--- config.mk ---
export PLATFORM = sky130hd
export DESIGN_NAME = cfg_req_handler
export DESIGN_NICKNAME = d
export VERILOG_FILES = /design/src/rtl/cfg_pkg.sv /design/src/rtl/cfg_be_merge.sv /design/src/rtl/cfg_req_handler.sv
export SDC_FILE = /design/constraint.sdc
export NUM_CORES = 1
export LEC_CHECK = 0
export BUFFER_PORTS_ARGS = -buffer_cell sky130_fd_sc_hd__clkbuf_2
export CORE_ASPECT_RATIO = 0.6
export CORE_UTILIZATION = 52
export DETAILED_ROUTE_END_ITERATION = 10
export GPL_TIMING_DRIVEN = 0
export PLACE_DENSITY_LB_ADDON = 0.1
export SYNTH_ARGS = -nofsm -noshare
export SYNTH_HDL_FRONTEND = slang
export SYNTH_SLANG_ARGS = --single-unit
--- constraint.sdc ---
create_clock -name clk -period 3.25 [get_ports clk]
set_input_delay 0 -clock clk [delete_from_list [all_inputs] [get_ports clk]]
set_output_delay 0 -clock clk [all_outputs]
set_load 0.01 [all_outputs]
--- src/rtl/cfg_pkg.sv ---
// Shared types and constants for the configuration request handler.
package cfg_pkg;

  // Handler FSM states.
  typedef enum logic [1:0] {
    IDLE    = 2'd0,
    RD_WAIT = 2'd1,
    WRITE   = 2'd2,
    CPL     = 2'd3
  } cfg_state_e;

  // Completion status encodings.
  localparam logic [2:0] CPL_SC = 3'b000;  // successful completion
  localparam logic [2:0] CPL_UR = 3'b001;  // unsupported request

endpackage

--- src/rtl/cfg_be_merge.sv ---
// Byte-enable merge: each enabled byte is taken from new_data, the rest from old_data.
module cfg_be_merge (
  input  logic [31:0] old_data,
  input  logic [31:0] new_data,
  input  logic [3:0]  be,
  output logic [31:0] merged
);

  // Select each byte lane independently; bit i of be controls byte i.
  always_comb begin
    // NOTE: default assignment first so no path through this block can infer a latch.
    merged = old_data;
    for (int i = 0; i < 4; i++) begin
      if (be[i]) merged[8*i +: 8] = new_data[8*i +: 8];
    end
  end

endmodule

--- src/rtl/cfg_req_handler.sv ---
// Type 0 configuration request handler: accepts one CfgRd0/CfgWr0 at a time,
// performs a read (and read-modify-write for writes) on the config space and
// returns a single completion.
module cfg_req_handler
  import cfg_pkg::*;
#(
  parameter int          DW_COUNT     = 32,
  parameter logic [15:0] COMPLETER_ID = 16'h0000
) (
  input  logic                        clk,
  input  logic                        rst,
  // Request side
  input  logic                        req_valid,
  output logic                        req_ready,
  input  logic                        req_is_write,
  input  logic [9:0]                  req_reg_num,
  input  logic [3:0]                  req_first_be,
  input  logic [31:0]                 req_data,
  input  logic [15:0]                 req_requester_id,
  input  logic [7:0]                  req_tag,
  // Config-space side
  output logic                        cfg_wr_en,
  output logic [$clog2(DW_COUNT)-1:0] cfg_addr,
  output logic [31:0]                 cfg_data_in,
  input  logic [31:0]                 cfg_data_out,
  // Completion side
  output logic                        cpl_valid,
  input  logic                        cpl_ready,
  output logic [2:0]                  cpl_status,
  output logic                        cpl_has_data,
  output logic [31:0]                 cpl_data,
  output logic [15:0]                 cpl_requester_id,
  output logic [7:0]                  cpl_tag,
  output logic [15:0]                 cpl_completer_id
);

  localparam int AW = $clog2(DW_COUNT);

  cfg_state_e  state_q;
  logic [AW-1:0] addr_q;
  logic        is_write_q;
  logic [3:0]  be_q;
  logic [31:0] wdata_q;
  logic [15:0] rid_q;
  logic [7:0]  tag_q;
  logic        wr_en_q;
  logic [31:0] data_in_q;
  logic        cpl_valid_q;
  logic [2:0]  cpl_status_q;
  logic        cpl_has_data_q;
  logic [31:0] cpl_data_q;

  logic        in_range;
  logic [31:0] merged_d;

  assign in_range = ({22'd0, req_reg_num} < 32'(DW_COUNT));

  // Write data is the captured register value with the request bytes merged in.
  cfg_be_merge u_be_merge (
    .old_data (cfg_data_out),
    .new_data (wdata_q),
    .be       (be_q),
    .merged   (merged_d)
  );

  // Request handling FSM with registered config-space and completion outputs.
  always_ff @(posedge clk) begin
    if (rst) begin
      // NOTE: non-blocking assignments throughout so every register sees pre-edge values.
      state_q        <= IDLE;
      addr_q         <= '0;
      is_write_q     <= 1'b0;
      be_q           <= '0;
      wdata_q        <= '0;
      rid_q          <= '0;
      tag_q          <= '0;
      wr_en_q        <= 1'b0;
      data_in_q      <= '0;
      cpl_valid_q    <= 1'b0;
      cpl_status_q   <= CPL_SC;
      cpl_has_data_q <= 1'b0;
      cpl_data_q     <= '0;
    end else begin
      case (state_q)
        IDLE: begin
          if (req_valid) begin
            is_write_q <= req_is_write;
            be_q       <= req_first_be;
            wdata_q    <= req_data;
            rid_q      <= req_requester_id;
            tag_q      <= req_tag;
            if (in_range) begin
              addr_q  <= req_reg_num[AW-1:0];
              state_q <= RD_WAIT;
            end else begin
              // Out-of-range register: complete immediately as UR, no access.
              cpl_status_q   <= CPL_UR;
              cpl_has_data_q <= 1'b0;
              cpl_data_q     <= '0;
              cpl_valid_q    <= 1'b1;
              state_q        <= CPL;
            end
          end
        end
        RD_WAIT: begin
          if (is_write_q) begin
            data_in_q <= merged_d;
            wr_en_q   <= 1'b1;
            state_q   <= WRITE;
          end else begin
            cpl_data_q     <= cfg_data_out;
            cpl_status_q   <= CPL_SC;
            cpl_has_data_q <= 1'b1;
            cpl_valid_q    <= 1'b1;
            state_q        <= CPL;
          end
        end
        WRITE: begin
          wr_en_q        <= 1'b0;
          cpl_status_q   <= CPL_SC;
          cpl_has_data_q <= 1'b0;
          cpl_data_q     <= '0;
          cpl_valid_q    <= 1'b1;
          state_q        <= CPL;
        end
        CPL: begin
          if (cpl_ready) begin
            cpl_valid_q <= 1'b0;
            state_q     <= IDLE;
          end
        end
        default: state_q <= IDLE;
      endcase
    end
  end

  assign req_ready        = (state_q == IDLE) && !rst;
  assign cfg_wr_en        = wr_en_q;
  assign cfg_addr         = addr_q;
  assign cfg_data_in      = data_in_q;
  assign cpl_valid        = cpl_valid_q;
  assign cpl_status       = cpl_status_q;
  assign cpl_has_data     = cpl_has_data_q;
  assign cpl_data         = cpl_data_q;
  assign cpl_requester_id = rid_q;
  assign cpl_tag          = tag_q;
  assign cpl_completer_id = COMPLETER_ID;

endmodule
# Word-level counts from Yosys, hierarchy flattened
# Cells that the tools add are included.
# Widths: inputs -> output; s select.
[word_totals] regBits=138 in_bits=107 output_inout_bits=116 word_cells=61
[classes] n_lt_le_gt_ge=1 eq_ne=8 muxes=27 reduce_logical=12
[ops] operator="$mux 32" n=3
[ops] operator="$pmux 32 s3" n=1
[ops] operator="$mux 8" n=4
[ops] operator="$lt 10x6->1 const B" n=1
[ops] operator="$ne 2x2->1 const B" n=5
[ops] operator="$mux 3" n=3
[ops] operator="$pmux 3 s3" n=1
[ops] operator="$mux 1" n=8
[ops] operator="$pmux 2 s4" n=1
[ops] operator="$reduce_and 2->1" n=4
[ops] operator="$reduce_and 4->1" n=2
[ops] operator="$mux 2" n=3
[ops] operator="$eq 2x2->1 const B" n=2
[ops] operator="$pmux 1 s4" n=1
[ops] operator="$pmux 1 s3" n=1
[ops] operator="$reduce_and 3->1" n=1
[ops] operator="$reduce_bool 3->1" n=1
[ops] operator="$eq 2x1->1 const B" n=1
[ops] operator="$logic_not 2->1" n=1
[ops] operator="$pmux 1 s2" n=1
[ops] operator="$reduce_bool 2->1" n=1
[ops] operator="$logic_and 1x1->1" n=1
[ops] operator="$logic_not 1->1" n=1

# Longest topological paths before layout
# Gate-level depths: netlist of the first run.
[depth] ltp_word=4 depth_mapped=9 mapped_depth_nobuf=6

# By module
# Synthesis of the first run repeated with hierarchy kept, for this count alone.
[hier_totals] cells_unflattened=662 hier_area_um2=5677.9
[by_module_without_submodules] mod="cfg_req_handler" instances=1 cells_each=626 area_per_inst_um2=5152.4 seq_area_each_um2=2722.6
[by_module_without_submodules] mod="cfg_be_merge" instances=1 cells_each=36 area_per_inst_um2=525.5 seq_area_each_um2=0.0

# Worst setup path after synthesis of the first run
# OpenSTA, ideal clock, no wires.
[synth_path] path_type="register to register" start="register state_q[1]" end="register cpl_data_q[22], in the netlist cpl_data[22]" arrival_ns=1.950 t_required_ns=3.134 path_slack_ns=1.184 path_stages_with_launch=10 period_less_slack_ns=2.066 cell_sequence="dfxtp_1 inv_1 ha_1 and2_4 or3_1 buf_2 or2_1 buf_6 buf_6 a31o_1"
[synth_between] elab_chain_len=3 word_cells_on_any_way=9 classes_between="eq/ne (5); mux (1); reduce/logical (3)"
[synth_lines] element="start: declaration" line_no="cfg_req_handler.sv:39" text="cfg_state_e state_q;"
[synth_lines] element="start signal: assignment" line_no="cfg_req_handler.sv:70" text="state_q <= IDLE;"
[synth_lines] element="start signal: assignment" line_no="cfg_req_handler.sv:94" text="state_q <= RD_WAIT;"
[synth_lines] element="start signal: assignment" line_no="cfg_req_handler.sv:101" text="state_q <= CPL;"
[synth_lines] element="$eq 2x1->1, or another cell as far along" line_no="cfg_req_handler.sv:84" text="case (state_q)"
[synth_lines] element="$ne 2x2->1 (no line) or $reduce_bool 3->1 (tied branches)"
[synth_lines] element="$reduce_and 4->1 (no line)"
[synth_lines] element="end signal: assignment" line_no="cfg_req_handler.sv:111" text="cpl_data_q <= cfg_data_out;"
[synth_lines] element="end: declaration" line_no="cfg_req_handler.sv:51" text="logic [31:0] cpl_data_q;"
# Parallel ways exist; a longest one is shown, timed or not.
# A chain may end at the register's enable or synchronous reset.

# Final worst setup path of the first run
[layout_path] start="register state_q[1]" end="register cpl_data_q[19], in the netlist cpl_data[19]"
# The elaborated chain is that of the path after synthesis.

==> results of run 1 <==
-- critical path: stages (launching register included) --
cell,delay [ps]
dfxtp_1,420
inv_1,120
ha_1,250
and2_4,160
or3_1,330
buf_2,180
or2_1,230
buf_6,140
buf_6,140
a31o_1,230
-- placed cells by master, fill, tap and decap left out, types with 2 or more instances in the layout --
master	netlist	layout
ha_1	6	6
nor2_1	40	40
a31o_2	3	3
nor3_1	32	32
dfxtp_1	136	136
a211oi_1	33	33
clkbuf_16	0	17
buf_2	2	2
and3_1	2	2
a31o_1	29	29
buf_1	2	2
clkbuf_2	0	203
a21oi_1	63	63
dlygate4sd3_1	0	98
nand2_1	156	156
clkbuf_1	48	51
buf_6	4	4
inv_1	6	6
bufinv_16	0	5
clkinvlp_4	0	2
mux2i_1	38	38
buf_4	18	18
mux2_2	2	2
o211ai_1	2	2
conb_1	1	18
nor2b_1	5	5
clkinv_4	0	3
-- power by group through the flow --
stage	sequential, mW	clock (mW)	combinational (mW)
6_report	2.07	2.11	1.59
5_1_grt	2.10	2.19	1.72
4_1_cts	2.07	2.10	1.54
3_5_place_dp	2.10	0	1.44
3_3_place_gp	2.08	0	1.38
2_1_floorplan	2.15	0	0.874
-- worst paths after layout --
path | start | endpoint | slack (ps) | cells after the start
hold reg to reg | cpl_requester_id[15] | cpl_requester_id[15] | 460 | 2
hold / removal | cpl_ready | state_q[0] | 70 | 5
setup / recovery | state_q[1] | cpl_data[19] | 920 | 9
setup reg to reg | state_q[1] | cpl_data[19] | 920 | 9
-- metrics by stage --
stage	instances	hold slack [ps]	instance area (um^2)
finish	1124	68.4	8360
global route	1124	79.6	8360
CTS	1124	49.4	8360
detailed placement	994	229	6730
global placement	994	223	6730
floorplan	656	136	5550
-- final cells by class --
cell class                 count  area share [%]
clock inverter                11            2.35
multi-input combinational    440            29.0
tap                          135            2.02
clock buffer                  21            5.39
sequential                   136            32.6
buffer                        74            4.52
timing repair buffer         301            23.9
inverter                       6           0.269
-- registers in the layout (all words and copies together) (netlist names) --
register,count
cfg_wr_en,1
cpl_tag,8
be_q,4
cpl_requester_id,16
wdata_q,32
state_q,2
cpl_valid,1
cpl_status,1
cpl_has_data,1
cfg_data_in,32
cpl_data,32
cfg_addr,5
is_write_q,1
-- routing by layer --
layer,up-vias,GRT usage [%],part of all wire [%]
met1,2807,38.0,42
met2,291,59.3,48
li1,2819,-,-
met4,0,13.8,2.4
met3,50,8.09,7.3
met5,-,0,0
-- logic make-up after synthesis --
logic type	Yosys count	share of synthesized area (%)
compound gates	134	16.2
fa+ha+maj	6	1.37
buf+inv	80	7.30
flops	136	49.7
mux	40	7.35
other cells	1	0.0684
simple gates	242	18.0
==> summary.md, run 1 <==
| Metric | Value |
|---|---|
| Run status | `completed` |
| GRT Residual Overflow | `0` |
| CTS tree | `done` |
| Most common cell in the netlist | `nand2_1` |
| Crit end category | `flip-flop` |
| Cell Rows | `28` |
| Setup TNS | `0 ps` |
| Fin util | `83.1%` |
| Switch share | `31.7%` |
| Avg Cell Area, Syn | `8.58 um^2` |
| Register area | `0.00272 mm^2` |
| Place WS | `943 ps` |
| Setup crit start kind | `flip-flop` |
| Final Slew Violations | `0` |
| Post-CTS sizing | `0` |
| Post-synthesis cell count | `639` |
| DR vias/cell | `5.31` |
| DR pass1 iterations | `5` |
| Inserted Clock Buffers | `17` |
| DIE HEIGHT | `81.5 um` |
| Final clock skew | `6.30 ps` |
| Min-Delay Path Class | `primary input to flip-flop` |
| Req. time, crit path | `3550 ps` |
| Ports | `223` |
| Wirelength, routed | `18,100 um` |
| Min cycle time layout | `2330 ps` |
| Synth top area share | `49.7%` |
| First-pass GRT wire length | `27,600 um` |
| Largest net degree at the start of global routing | `17` |
| Register area share after synthesis | `49.7%` |
| Post-CTS Hold Buffers | `98` |
| Fill cells | `606` |
| Vias in the first global route | `5,858` |
| Static Leak | `3.62 nW` |
| Crit Path Category | `flip-flop to flip-flop` |
| Async SR Flop Fraction | `0%` |
| RePlAce Congestion | `0.824` |
| Clk pwr share | `36.5%` |
| Antenna Nets Post-Route | `0` |
| Synth cell count leaders | `nand2_1 (156), dfxtp_1 (136), a21oi_1 (63)` |
| Worst Setup Slack, final | `920 ps` |
| IO buf count | `203` |
| Final worst-path cycle share | `71.7%` |
| Clock transition at path regs | `60 ps` |
| # DRC | `0` |
| Area occupied by multi-input gates | `0.00242 mm^2` |
| WP data arrival | `2630 ps` |
| Layout cells sized above 1 | `26.6%` |
| Ant. Diodes | `0` |
| Setup Buffers After CTS | `0` |
| Worst-Skew Late Latency | `420 ps` |
| Hold Violations, Final | `0` |
| Gr usage total | `32.9%` |
| Starting Density | `54.5%` |
| Area leader, netlist | `dfxtp_1` |
| Peak supply drop | `0.427 mV` |
| H-tree depth | `4` |
| Power Density | `690 mW/mm^2` |
| Die ar. | `0.0110 mm^2` |
| Post-synth top flop | `dfxtp_1` |
| Int Power | `3.94 mW` |
| Rel. slew slack | `55.5%` |
| Tightest Pin Transition | `667 ps` |
| DR iter-0 viols | `299` |
| Routed WL per cell | `16.1 um` |
| Leading post-synthesis cells by cell area | `dfxtp_1 (50%), nand2_1 (11%), mux2i_1 (6.9%)` |
| Register bit count reported by yosys | `136` |
| RSZ-0062 raised after global routing | `no` |
| Mapped Area | `0.00548 mm^2` |
| # clock sinks | `136` |
| Syn-to-layout area delta | `52.5%` |
| Post-synth EDFFs | `0` |
| Core footprint | `0.0101 mm^2` |
| Layout net count | `1,089` |
| Pwr Total | `5.77 mW` |
| Initial antenna violation count | `0` |
| Count of final setup violators | `0` |
| Yosys cell types | `32` |
| DP HPWL | `11,700 um` |
| Worst-case clock buffer depth | `2` |
| Die Span X | `135 um` |
| Logic pwr share | `27.5%` |
| Critical path fanouts, max | `10` |
| Vias | `5,967` |
| Syn. warnings | `0` |
| FMAX | `429 MHz` |
| Max Cap Viol | `0` |
| Clk root buf | `clkbuf_16` |
| Sequential share of power | `36.0%` |
| P_sw | `1.83 mW` |
Note: power is estimated with default switching activity, not from simulation.
==> inputs of run 2 (changes only) <==
Settings changed: ABC_AREA set to 1, CORE_UTILIZATION 52 to 49.
Clock period 3.25 ns to 2.45 ns, I/O delays scaled along.
==> run 2 against run 1 <==
Compared with the run above: sequential share of layout area fell by 1.4 points; setup slack got worse by 430 ps; utilization shrank 7.1 points; routed wire length increased by 5.1%; die area rose by 13%; maximum frequency up 19%; synthesized cell count rose by 23%; critical path depth down 2; largest cell class unchanged.
==> summary.md, run 2 <==
| Metric | Value |
|---|---|
| Run status | `completed` |
| Setup crit start kind | `flip-flop` |
| Min-delay src | `req_reg_num[5]` |
| GRT Residual Overflow | `0 (unchanged)` |
| Worst-case clock buffer depth | `2 (unchanged)` |
| Min cycle time layout | `1960 ps (-366 ps)` |
| Most frequent cells in the layout | `clkbuf_2 (205), dfxtp_1 (136), nand2_1 (128)` |
| Vias | `6,375 (+6.8%)` |
| Setup Buffers After CTS | `0 (unchanged)` |
| Critical path, cell by cell | `inv_1 -> ha_1 -> nand2_1 -> buf_2 -> clkbuf_1 -> o21ai_0 -> nor2_1` |
| Leading post-synthesis cells by cell area | `dfxtp_1 (46%), nand2_1 (8.2%), nor2_1 (8.0%)` |
| Commonest non-fill, non-tap cell in the layout | `clkbuf_2` |
| Reg-to-Reg Start | `state_q[0]` |
| Count of final setup violators | `0 (unchanged)` |
| WHS | `46.1 ps (-22.4 ps)` |
| Clk root buf | `clkbuf_16` |
| Syn-to-layout area delta | `48.8%` |
| # DRC | `0 (unchanged)` |
| Syn. warnings | `0 (unchanged)` |
| Req. time, crit path | `2800 ps (-750 ps)` |
| DR pass1 iterations | `5 (unchanged)` |
| Fin util | `76.0% (-7.1 points)` |
| Inserted Clock Buffers | `17 (unchanged)` |
| Setup TNS | `0 ps (unchanged)` |
| Die Span X | `143 um (+6.5%)` |
| Die ar. | `0.0124 mm^2 (+13%)` |
| Synth top area share | `46.4% (-3.3 points)` |
| Async SR Flop Fraction | `0% (unchanged)` |
| Synth cell count leaders | `dfxtp_1 (136), nand2_1 (128), nor2_1 (125)` |
| Crit end category | `flip-flop` |
| Power Density | `940 mW/mm^2 (+36%)` |
| Core footprint | `0.0115 mm^2 (+14%)` |
| Yosys cell types | `26 (-19%)` |
| Gr usage total | `31.1% (-1.8 points)` |
| Final worst-path cycle share | `80.2% (+8.5 points)` |
| DIE HEIGHT | `86.8 um (+6.4%)` |
| # clock sinks | `136 (unchanged)` |
| Initial antenna violation count | `0 (unchanged)` |
| Register area share after synthesis | `46.4% (-3.3 points)` |
| Layout cells sized above 1 | `27.2% (+0.59 points)` |
| RePlAce Congestion | `0.843 (+2.3%)` |
| Worst Setup Slack, final | `486 ps (-434 ps)` |
| Final clock skew | `13.0 ps (+6.69 ps)` |
| Ant. Diodes | `0 (unchanged)` |
| Mapped Area | `0.00587 mm^2 (+7.0%)` |
| IO buf count | `204 (+0.49%)` |
| Placed Cells | `1,164 (+17%)` |
| Non-Filler Instances | `1,293 (+15%)` |
| First-pass GRT wire length | `29,500 um (+6.7%)` |
| DR iter-0 viols | `421 (+41%)` |
| Starting Density | `51.1% (-3.4 points)` |
| Place WS | `494 ps (-449 ps)` |
| Layout net count | `1,234 (+13%)` |
| Post-synth top flop | `dfxtp_1` |
| Crit path launch | `state_q[0]` |
| RSZ-0062 raised after global routing | `no` |
| Clock transition at path regs | `60 ps (about the same)` |
| Ports | `223 (unchanged)` |
| Critical path's slowest cell | `dfxtp_1` |
| Static Leak | `4.43 nW (+22%)` |
| Post-synth EDFFs | `0 (unchanged)` |
| Avg Cell Area, Syn | `7.49 um^2 (-13%)` |
| Critical path fanouts, max | `10 (unchanged)` |
| WP data arrival | `2320 ps (-310 ps)` |
| Wirelength, routed | `19,100 um (+5.1%)` |
| Hold Violations, Final | `0 (unchanged)` |
| Slowest stage delay, CP | `420 ps (about the same)` |
| Largest net degree at the start of global routing | `17 (unchanged)` |
| Area leader, netlist | `dfxtp_1` |
| Max Cap Viol | `0 (unchanged)` |
| Crit Path Category | `flip-flop to flip-flop` |
| Antenna Nets Post-Route | `0 (unchanged)` |
| Cell Rows | `30 (+7.1%)` |
| Peak supply drop | `0.562 mV (+32%)` |
| Routed WL per cell | `14.7 um (-8.7%)` |
| Vias in the first global route | `5,915 (+0.97%)` |
| Most common cell in the netlist | `dfxtp_1` |
| CTS tree | `done` |
| DP HPWL | `12,700 um (+8.3%)` |
| Min-Delay Path Class | `primary input to flip-flop` |
| DR vias/cell | `4.93 (-7.1%)` |
| H-tree depth | `4 (unchanged)` |
| Final Slew Violations | `0 (unchanged)` |
| Register bit count reported by yosys | `136 (unchanged)` |
| Post-synthesis cell count | `783 (+23%)` |
| Worst-Skew Late Latency | `420 ps (about the same)` |
| FMAX | `509 MHz (+19%)` |
[run 2: worst max-delay path, delay by kind of cell (launching register included)]
| family | cells | cell delay, ps |
|---|---|---|
| simple gates | 2 | 330 |
| buf+inv | 3 | 740 |
| fa+ha+maj | 1 | 270 |
| compound gates | 1 | 150 |
| flops | 1 | 420 |
[run 2: cells by family after synthesis]
kind of cell	Yosys count	share of synthesized area (%)
AND/OR/NAND/NOR	337	25.3
buffers and inverters	157	13.2
AO/OA/AOI/OAI	146	13.8
flip-flops	136	46.4
adder cells (fa/ha/maj)	6	1.28
other	1	0.0639
[run 2: metal layers]
| layer | global-route usage, % | part of all wire (%) | routed length, um |
|---|---|---|---|
| met3 | 7.46 | 8.0 | 1520 |
| met2 | 47.3 | 43 | 8110 |
| met4 | 11.1 | 1.9 | 358 |
| met5 | 0 | 0 | 0 |
| met1 | 43.1 | 48 | 9080 |
[run 2: timing repair]
| action | in CTS | in global routing |
|---|---|---|
| resized for setup | 0 | 0 |
| hold buffers | 98 | 0 |
| hold endpoints to repair | 122 | 0 |
[run 2: worst paths after layout]
| kind | slack (ps) | endpoint | depth (start not counted) |
|---|---|---|---|
| hold reg to reg | 460 | cpl_data[26] | 2 |
| hold / removal | 50 | state_q[1] | 5 |
| setup / recovery | 490 | wdata_q[29] | 7 |
| setup reg to reg | 490 | wdata_q[29] | 7 |
[run 2: stage by stage]
stage | cell area (um^2) | total power, mW
after floorplan | 5930 | 4.63
after global placement | 7150 | 5.40
after detailed placement | 7150 | 5.43
after CTS | 8730 | 8.18
after global routing | 8730 | 8.69
final | 8730 | 8.21
[run 2: cell type report]
cell class                      count  area [um^2]
Buffer                             73          453
Clock buffer                       17          425
Clock inverter                     14          175
Fill cell                         876         2750
Inverter                           84          320
Multi-Input combinational cell    507         2440
Sequential cell                   136         2720
Tap cell                          160          200
Timing Repair Buffer              302         2000
[run 2: report_power, final]
group	leakage, nW	total (mW)	switching, mW	internal (mW)
Clock	0.286	2.62	1.02	1.60
Sequential	1.11	2.93	0.269	2.66
Combinational	3.03	2.65	1.61	1.05
Total	4.43	8.21	2.90	5.31
==> inputs of run 3 (changes only) <==
Settings changed: ABC_AREA 1 to 0, CORE_UTILIZATION 49 to 48.
Clock period 2.45 ns to 2.1 ns, I/O delays scaled along.
==> run 3 against run 2 <==
Compared with the run above: cell area shrank 3.7%; routed wire length shrank 6.3%; power grew 6.9%; critical path type unchanged; clock power grew 11%; clock-buffer cell count grew 3; register-to-register slack lost 480 ps; sequential cell count is the same; hold slack lost 14 ps.
==> summary.md, run 3 (same netlist as run 1, synthesis figures left out) <==
| Metric | Value |
|---|---|
| Clock transition at path regs | `60 ps (about the same)` |
| Worst-case clock buffer depth | `2 (unchanged)` |
| Tightest Pin Transition | `685 ps` |
| Syn-to-layout area delta | `53.4%` |
| Static Leak | `3.63 nW (-18%)` |
| Fin util | `77.5% (+1.5 points)` |
| DR pass1 iterations | `5 (unchanged)` |
| Antenna Nets Post-Route | `0 (unchanged)` |
| Clk root buf | `clkbuf_16` |
| Critical path fanouts, max | `10 (unchanged)` |
| H-tree depth | `4 (unchanged)` |
| RePlAce Congestion | `0.857 (+1.7%)` |
| DP HPWL | `11,700 um (-7.5%)` |
| IO buf count | `203 (-0.49%)` |
| WP data arrival | `2400 ps (+80 ps)` |
| Layout cells sized above 1 | `28.1% (+0.94 points)` |
| Core footprint | `0.0108 mm^2 (-5.5%)` |
| Commonest non-fill, non-tap cell in the layout | `clkbuf_2` |
| Crit end category | `flip-flop` |
| # clock sinks | `136 (unchanged)` |
| Max Cap Viol | `0 (unchanged)` |
| Vias in the first global route | `5,921 (+0.10%)` |
| Routed WL per cell | `15.8 um (+7.1%)` |
| # DRC | `0 (unchanged)` |
| Final clock skew | `10.1 ps (-2.85 ps)` |
| Pwr Total | `8.78 mW (+6.9%)` |
| Final instance area | `0.00841 mm^2 (-3.7%)` |
| Crit Path Category | `flip-flop to flip-flop` |
| First-pass GRT wire length | `28,000 um (-5.2%)` |
| Wirelength, routed | `17,900 um (-6.3%)` |
| Run status | `completed` |
| Register-to-Register Path Depth | `9 (+2)` |
| Min-Delay Path Class | `primary input to flip-flop` |
| Hold Violations, Final | `0 (unchanged)` |
| Req. time, crit path | `2410 ps (-390 ps)` |
| Peak supply drop | `0.694 mV (+24%)` |
| Final worst-path cycle share | `99.9% (+20 points)` |
| FMAX | `476 MHz (-6.4%)` |
| Ant. Diodes | `0 (unchanged)` |
| Worst-Skew Late Latency | `410 ps (about the same)` |
| Layout net count | `1,092 (-12%)` |
| Largest net degree at the start of global routing | `17 (unchanged)` |
| GRT Residual Overflow | `0 (unchanged)` |
| Count of final setup violators | `0 (unchanged)` |
| Setup crit start kind | `flip-flop` |
| RSZ-0062 raised after global routing | `yes` |
| Initial antenna violation count | `0 (unchanged)` |
| Starting Density | `50.5% (-0.55 points)` |
| Most frequent cells in the layout | `clkbuf_2 (206), nand2_1 (156), dfxtp_1 (134)` |
| DR vias/cell | `5.17 (+4.8%)` |
| Rel. slew slack | `54.3%` |
| DIE HEIGHT | `84.8 um (-2.3%)` |
| Die Span X | `140 um (-2.3%)` |
| Power Density | `1040 mW/mm^2 (+11%)` |
| Final Slew Violations | `0 (unchanged)` |
| Setup TNS | `0 ps (unchanged)` |
| Hold Path Cell Cnt | `5 (unchanged)` |
| Vias | `5,845 (-8.3%)` |
| Die ar. | `0.0119 mm^2 (-4.5%)` |
| Inserted Clock Buffers | `17 (unchanged)` |
| Min cycle time layout | `2100 ps (+135 ps)` |
| Place WS | `-191 ps (-685 ps)` |
| CTS tree | `done` |
| Worst Setup Slack, final | `1.15 ps (-485 ps)` |
| Ports | `223 (unchanged)` |
| Cell Rows | `29 (-3.3%)` |
| DR iter-0 viols | `327 (-22%)` |
| Placed inst area | `0.00674 mm^2 (-5.8%)` |
| Gr usage total | `30.1% (-1.1 points)` |
[run 3: critical path: stages, from the launching register on]
cell     delay (ps)
dfxtp_4         360
buf_6           120
ha_4            150
and2_4          140
or3_4           320
buf_6           150
or2_1           230
buf_6           160
buf_8           140
a31o_1          220
[run 3: worst paths after layout]
kind	from	endpoint	slack [ps]
max	state_q[0]	cpl_data[3]	1
min	req_reg_num[5]	state_q[1]	30
max reg2reg	state_q[0]	cpl_data[3]	1
min reg2reg	wdata_q[8]	wdata_q[8]	460
[run 3: cell type report]
cell class,count,area (um^2)
tap,139,174
buffer,73,392
sequential,136,2730
clock inverter,12,128
timing repair buffer,305,2050
multi-input combinational,440,2460
fill,740,2440
clock buffer,20,447
inverter,6,30.0
[run 3: timing repair]
item | 4_1_cts | 5_1_grt
resized for setup | 10 | 17
gates cloned | 0 | 1
hold buffers | 98 | 0
endpoints found under the hold margin | 123 | 0
buffers inserted | 0 | 3
endpoints found under the setup margin | 53 | 50
pin swaps | 0 | 14
[run 3: power by group]
group | leakage [nW] | switching (mW) | internal (mW)
registers | 1.11 | 0.238 | 2.99
clock network | 0.272 | 1.14 | 1.77
logic | 2.25 | 1.50 | 1.14
total | 3.63 | 2.88 | 5.90
[run 3: stage by stage]
stage,cells,hold slack [ps]
floorplan,656,136
global placement,998,224
global route,1131,74.8
CTS,1127,29.5
detailed placement,998,229
finish,1131,32.4
[run 3: layer usage]
layer	GRT usage [%]	share of wire, %	up-vias
met2	52.3	48	240
li1	-	-	2827
met1	36.1	44	2732
met5	0	0	-
met3	6.10	6.2	46
met4	13.5	2.5	0
